===== src/rtl/can_tx_queue_if.sv =====
// Bundle between user push logic, the CAN transmit queue and the mcp2515 driver.
// master = user/driver side, slave = the queue.
interface can_tx_queue_if #(
    parameter int unsigned ADDR_W = 3
);
    logic              wr_en;
    logic [10:0]       wr_id;
    logic [3:0]        wr_dlc;
    logic [63:0]       wr_data;
    logic              wr_full;
    logic [ADDR_W:0]   count;
    logic              overflow;
    logic              tx_empty;
    logic              frm_valid;
    logic [10:0]       frm_id;
    logic [3:0]        frm_dlc;
    logic [63:0]       frm_data;
    logic              frm_ack;
    logic              tmo;

    modport master (
        output wr_en, wr_id, wr_dlc, wr_data, tx_empty, frm_ack,
        input  wr_full, count, overflow, frm_valid, frm_id, frm_dlc, frm_data, tmo
    );

    modport slave (
        input  wr_en, wr_id, wr_dlc, wr_data, tx_empty, frm_ack,
        output wr_full, count, overflow, frm_valid, frm_id, frm_dlc, frm_data, tmo
    );
endinterface


===== src/rtl/can_tx_queue.sv =====
// Frame FIFO feeding the mcp2515 driver one frame at a time, paced on tx_empty so
// TXB0 is only written once the previous frame has been picked up by the controller.
module can_tx_queue #(
    parameter int unsigned DEPTH   = 8,
    parameter int unsigned ADDR_W  = 3,
    parameter int unsigned TMO_CYC = 50000,
    parameter int unsigned TMO_W   = 16
) (
    input logic           clk50,
    input logic           rst,
    can_tx_queue_if.slave bus
);
    typedef enum logic [1:0] {StIdle, StPresent, StWaitBusy} state_e;

    localparam logic [ADDR_W:0]   FullCnt = (ADDR_W + 1)'(DEPTH);
    localparam logic [ADDR_W:0]   CntOne  = (ADDR_W + 1)'(1);
    localparam logic [ADDR_W-1:0] PtrOne  = ADDR_W'(1);
    localparam logic [TMO_W-1:0]  TmoLast = TMO_W'(TMO_CYC - 1);
    localparam logic [TMO_W-1:0]  TmoOne  = TMO_W'(1);

    // Slot layout: {id[10:0], dlc[3:0], data[63:0]}
    logic [78:0]       mem_q [DEPTH];

    state_e            state_q, state_d;
    logic [ADDR_W-1:0] rd_ptr_q, wr_ptr_q;
    logic [ADDR_W:0]   count_q, count_d;
    logic [TMO_W-1:0]  tmo_cnt_q, tmo_cnt_d;
    logic              frm_valid_q;
    logic [10:0]       frm_id_q;
    logic [3:0]        frm_dlc_q;
    logic [63:0]       frm_data_q;
    logic              overflow_q;
    logic              tmo_q;

    logic              pop, push, load, tmo_hit;
    logic [3:0]        dlc_clamped;
    logic [78:0]       head;

    assign pop         = (state_q == StPresent) && bus.frm_ack;
    // A full queue still accepts a push when the head leaves on the same edge.
    assign push        = bus.wr_en && ((count_q != FullCnt) || pop);
    assign dlc_clamped = (bus.wr_dlc > 4'd8) ? 4'd8 : bus.wr_dlc;
    assign head        = mem_q[rd_ptr_q];

    always_comb begin
        state_d   = state_q;
        tmo_cnt_d = tmo_cnt_q;
        load      = 1'b0;
        tmo_hit   = 1'b0;
        case (state_q)
            StIdle: begin
                if ((count_q != '0) && bus.tx_empty) begin
                    load    = 1'b1;
                    state_d = StPresent;
                end
            end
            StPresent: begin
                if (bus.frm_ack) begin
                    tmo_cnt_d = '0;
                    state_d   = StWaitBusy;
                end
            end
            StWaitBusy: begin
                if (!bus.tx_empty) begin
                    state_d = StIdle;
                end else if (tmo_cnt_q == TmoLast) begin
                    tmo_hit = 1'b1;
                    state_d = StIdle;
                end else begin
                    tmo_cnt_d = tmo_cnt_q + TmoOne;
                end
            end
            default: state_d = StIdle;
        endcase
    end

    always_comb begin
        count_d = count_q;
        case ({push, pop})
            2'b10:   count_d = count_q + CntOne;
            2'b01:   count_d = count_q - CntOne;
            default: count_d = count_q;
        endcase
    end

    always_ff @(posedge clk50) begin
        if (push) begin
            mem_q[wr_ptr_q] <= {bus.wr_id, dlc_clamped, bus.wr_data};
        end
    end

    always_ff @(posedge clk50) begin
        if (rst) begin
            state_q     <= StIdle;
            rd_ptr_q    <= '0;
            wr_ptr_q    <= '0;
            count_q     <= '0;
            tmo_cnt_q   <= '0;
            frm_valid_q <= 1'b0;
            frm_id_q    <= '0;
            frm_dlc_q   <= '0;
            frm_data_q  <= '0;
            overflow_q  <= 1'b0;
            tmo_q       <= 1'b0;
        end else begin
            state_q   <= state_d;
            count_q   <= count_d;
            tmo_cnt_q <= tmo_cnt_d;
            tmo_q     <= tmo_hit;
            if (push) begin
                wr_ptr_q <= wr_ptr_q + PtrOne;
            end
            if (pop) begin
                rd_ptr_q <= rd_ptr_q + PtrOne;
            end
            if (bus.wr_en && !push) begin
                overflow_q <= 1'b1;
            end
            if (load) begin
                frm_valid_q <= 1'b1;
                frm_id_q    <= head[78:68];
                frm_dlc_q   <= head[67:64];
                frm_data_q  <= head[63:0];
            end else if (pop) begin
                frm_valid_q <= 1'b0;
            end
        end
    end

    assign bus.wr_full   = (count_q == FullCnt);
    assign bus.count     = count_q;
    assign bus.overflow  = overflow_q;
    assign bus.frm_valid = frm_valid_q;
    assign bus.frm_id    = frm_id_q;
    assign bus.frm_dlc   = frm_dlc_q;
    assign bus.frm_data  = frm_data_q;
    assign bus.tmo       = tmo_q;
endmodule


===== src/flat_wrapper.sv =====
// flat-port wrapper written by rule: the top's interface ports become plain ports
module can_tx_queue_flat 
#(
    parameter int unsigned DEPTH   = 8,
    parameter int unsigned ADDR_W  = 3,
    parameter int unsigned TMO_CYC = 50000,
    parameter int unsigned TMO_W   = 16
)
  (clk50, rst, bus_wr_en, bus_wr_id, bus_wr_dlc, bus_wr_data, bus_tx_empty, bus_frm_ack, bus_wr_full, bus_count, bus_overflow, bus_frm_valid, bus_frm_id, bus_frm_dlc, bus_frm_data, bus_tmo);
  can_tx_queue_if #(.ADDR_W(ADDR_W)) bus_i ();
  input logic clk50;
  input logic rst;
  input wire logic [$bits(bus_i.wr_en)-1:0] bus_wr_en;
  input wire logic [$bits(bus_i.wr_id)-1:0] bus_wr_id;
  input wire logic [$bits(bus_i.wr_dlc)-1:0] bus_wr_dlc;
  input wire logic [$bits(bus_i.wr_data)-1:0] bus_wr_data;
  input wire logic [$bits(bus_i.tx_empty)-1:0] bus_tx_empty;
  input wire logic [$bits(bus_i.frm_ack)-1:0] bus_frm_ack;
  output wire logic [$bits(bus_i.wr_full)-1:0] bus_wr_full;
  output wire logic [$bits(bus_i.count)-1:0] bus_count;
  output wire logic [$bits(bus_i.overflow)-1:0] bus_overflow;
  output wire logic [$bits(bus_i.frm_valid)-1:0] bus_frm_valid;
  output wire logic [$bits(bus_i.frm_id)-1:0] bus_frm_id;
  output wire logic [$bits(bus_i.frm_dlc)-1:0] bus_frm_dlc;
  output wire logic [$bits(bus_i.frm_data)-1:0] bus_frm_data;
  output wire logic [$bits(bus_i.tmo)-1:0] bus_tmo;
  assign bus_i.wr_en = bus_wr_en;
  assign bus_i.wr_id = bus_wr_id;
  assign bus_i.wr_dlc = bus_wr_dlc;
  assign bus_i.wr_data = bus_wr_data;
  assign bus_i.tx_empty = bus_tx_empty;
  assign bus_i.frm_ack = bus_frm_ack;
  assign bus_wr_full = bus_i.wr_full;
  assign bus_count = bus_i.count;
  assign bus_overflow = bus_i.overflow;
  assign bus_frm_valid = bus_i.frm_valid;
  assign bus_frm_id = bus_i.frm_id;
  assign bus_frm_dlc = bus_i.frm_dlc;
  assign bus_frm_data = bus_i.frm_data;
  assign bus_tmo = bus_i.tmo;
  can_tx_queue #(.DEPTH(DEPTH), .ADDR_W(ADDR_W), .TMO_CYC(TMO_CYC), .TMO_W(TMO_W)) u_core (.clk50(clk50), .rst(rst), .bus(bus_i));
endmodule

===== config.mk =====
export PLATFORM = sky130hd
export DESIGN_NAME = can_tx_queue_flat
export DESIGN_NICKNAME = d
export VERILOG_FILES = /design/src/rtl/can_tx_queue_if.sv /design/src/rtl/can_tx_queue.sv /design/src/flat_wrapper.sv
export SDC_FILE = /design/constraint.sdc
export NUM_CORES = 1
export LEC_CHECK = 0
export BUFFER_PORTS_ARGS = -buffer_cell sky130_fd_sc_hd__buf_2
export CAP_MARGIN = 20
export CORE_UTILIZATION = 30
export DETAILED_ROUTE_END_ITERATION = 6
export PLACE_DENSITY = 0.51
export SYNTH_ARGS = -nofsm -noshare
export SYNTH_HDL_FRONTEND = slang
export SYNTH_SLANG_ARGS = --single-unit

===== constraint.sdc =====
create_clock -name clk50 -period 8.3 [get_ports clk50]
set_input_delay 0.83 -clock clk50 [delete_from_list [all_inputs] [get_ports clk50]]
set_output_delay 0.83 -clock clk50 [all_outputs]
set_load 0.05 [all_outputs]

==> out/results.ini <==
[floorplanning]
fp.coreArea_mm2=0.0903
die_x_um=304
die_area_mm2=0.0926
die_height_um=304
row_count=110
io_pins=171
start_util=0.304

[cells_and_area]
final_layout_size_suffix_gt1_frac=0.314
synthToLayoutAreaGrowth_pct=17.8
final_core_util=0.358
fin_nets=1653

[timing]
tightestPinTransition_ps=1080
fin_crit_ps=3390
hold_viol=0
skew_ps=30.8
setup_violations=0
finalWorstSetupSlack_ps=4910
whs_ps=461
drv_slew=0
rsz0062_at_grt=no
fmax_mhz=295
finalCritPeriodShare=0.409
final.setup.tns_ps=0
slew_headroom=0.281

[logic_synthesis]
syn-instance-count=1370
syn_avg_cell_area_um2=20.0
synth_cell_types=46
synth_edf_count=632
synth_nets=1458
yosysSeqAreaShare=0.773
yosys.area.top_type_share=0.692
ys_ff_latch=742
ys.flop_type=edfxtp_1
synth_largest_area_cell=edfxtp_1
yosys_warnings=0
synth_area_mm2=0.0274
synthArstFlopShare=0
ys_top_cells_by_area=edfxtp_1, mux4_2, dfxtp_1

[setup_path]
crit_required_ps=8540
critPathMaxStageDelay_ps=890
end_kind=flop
cp_cell_sequence=and3b_1 -> o21ai_1 -> or2_2 -> nor2_4 -> buf_4
cp_slowest_cell=buf_4
cpLargestDelayFamily=simple AND/OR/NAND/NOR gates
path_depth=5
cp.arrival_ps=3630
crit_type=flop to flop
critPathLaunchType=flop
cp_num_buf_inv=1
reg2reg_depth=5
path_max_fanout=57

[power]
p_per_area_mw_per_mm2=267
leakagePower_nw=10.4
peakVddDrop_mv=0.150

[clock_tree]
cts_hold_buf=0
h-tree-depth=3
clockBufferDepth=3
root_buffer=clkbuf_16
clock-sinks=742
cts.clk_slew.worst_paths_ps=60
tritoncts=yes
cts-buffers-inserted=82
post_cts_buffers=0
cts_resized=0
clk_latency_ps=640

[global_route]
grt_max_degree=64
overflow=0
track_usage=0.139
grt_pass1_vias=14300
antenna_found_initial=14
grt_pass1_wl_mm=95.0

[detailed_routing]
final_antenna_net_count=0
viasPerCell=4.80
wire_per_inst_um=22.8
vias=13500
firstDrtPassIters=5
routed_wl_mm=64.1
route.detailed.drc=0
first_iter_violations=908

[min_path]
hold_path_depth=1
hp-class=input port to flop

[outcome]
status=completed

[job]
maxCapViolations=0

[place]
finalWeightedCongestion=0.708
preCtsSetupSlack_ps=4300
io_buffers=170
post-dp-hpwl_mm=35.2

## power breakdown
part | switching, W | internal, W
logic | 0.000536 | 0.000219
registers | 0.0000656 | 0.00418
clock network | 0.00150 | 0.00213
total | 0.00210 | 0.00652
## kinds of logic (layout without fill, tap and decap cells)
logic type,Yosys count,count (layout),synth area share
DFF,742,742,0.773
and+or+nand+nor,255,255,0.0498
muxes,165,165,0.133
buffers and inverters,84,347,0.0160
adders and majority gates,4,4,0.00183
other,0,2,0
xor gates and xnor gates,5,5,0.00160
AOI/OAI and AO/OA,115,115,0.0256
## placed cells by master (no fill, tap or decap), drive strengths merged, types with 6 or more instances in the layout
| cell | n |
|---|---|
| a21oi | 16 |
| buf | 191 |
| clkbuf | 113 |
| clkinv | 28 |
| dfxtp | 110 |
| edfxtp | 632 |
| inv | 9 |
| mux4 | 158 |
| nand2 | 13 |
| nand2b | 6 |
| nor2 | 98 |
| nor2b | 6 |
| nor3 | 84 |
| o211ai | 6 |
| o21ai | 8 |
| o22ai | 79 |
| or3 | 9 |
## path summary, 6_finish.rpt
kind                            slack (ps)                                to                        startpoint
worst max-delay path                  4910     u_core.mem_q[6][71]$_DFFE_PP_    u_core.state_q[1]$_SDFFE_PP0P_
worst min-delay path                   460     u_core.mem_q[7][76]$_DFFE_PP_                      bus_wr_id[8]
worst max register to register        4910     u_core.mem_q[6][71]$_DFFE_PP_    u_core.state_q[1]$_SDFFE_PP0P_
worst min register to register         470  u_core.bus.overflow$_SDFFE_PP0P_  u_core.bus.overflow$_SDFFE_PP0P_
## per-layer routing
metal | track usage | part of all wire
met3 | 0.0343 | 0.057
met2 | 0.234 | 0.50
met5 | 0 | 0.0016
met4 | 0.0350 | 0.014
met1 | 0.179 | 0.43
## registers in the layout, summed over array words and instances, names as in the netlist, 2 cells and up
name and count:
u_core.bus.count 4, u_core.bus.frm_data 64, u_core.bus.frm_dlc 4, u_core.bus.frm_id 11, u_core.mem_q 632, u_core.rd_ptr_q 3, u_core.state_q 2, u_core.tmo_cnt_q 16
u_core.wr_ptr_q 3
## stage by stage
stage | cells | power, W | instance area, um2
finish | 2811 | 0.00862 | 32300
global route | 2809 | 0.00893 | 32300
CTS | 2809 | 0.00875 | 32300
detailed placement | 2657 | 0.00510 | 29600
global placement | 2656 | 0.00509 | 29500
floorplan | 1370 | 0.00485 | 27400
## Yosys cell counts (2+ instances only)
cell / number
a21oi_1: 16
o31ai_1: 3
nand2_1: 13
nand2b_1: 6
buf_2: 42
xnor2_1: 2
o22ai_1: 79
o21ai_0: 7
mux2i_1: 4
mux2_2: 3
nor3b_1: 2
mux4_2: 158
buf_4: 7
and3b_1: 2
nand3_1: 4
o211ai_1: 6
inv_1: 4
and3_1: 4
nor4_1: 2
and2_1: 4
nor2b_1: 6
dfxtp_1: 110
buf_1: 2
a31oi_1: 2
buf_8: 2
nor2_1: 98
and4_1: 3
xor2_1: 3
or4_1: 5
nand4_1: 5
nand3b_1: 2
buf_6: 3
nor3_2: 19
clkbuf_1: 24
nor3_1: 65
edfxtp_1: 632
or3_1: 9
ha_1: 4
## worst reg2reg max path, stage by stage (launching register included)
cell	delay (ps)
dfxtp_1	350
and3b_1	440
o21ai_1	200
or2_2	410
nor2_4	650
buf_4	900
## area by class of cell
class,count,area [um2]
repair buffers,191,1030
inverters,4,15.0
clock buffers,113,2310
flip-flops and latches,742,21200
multi-input cells,544,5850
clock inverters,39,427
well taps,1176,1470
diodes,2,5.00
fillers,8399,58000
Note: power is estimated with default switching activity, not from simulation.
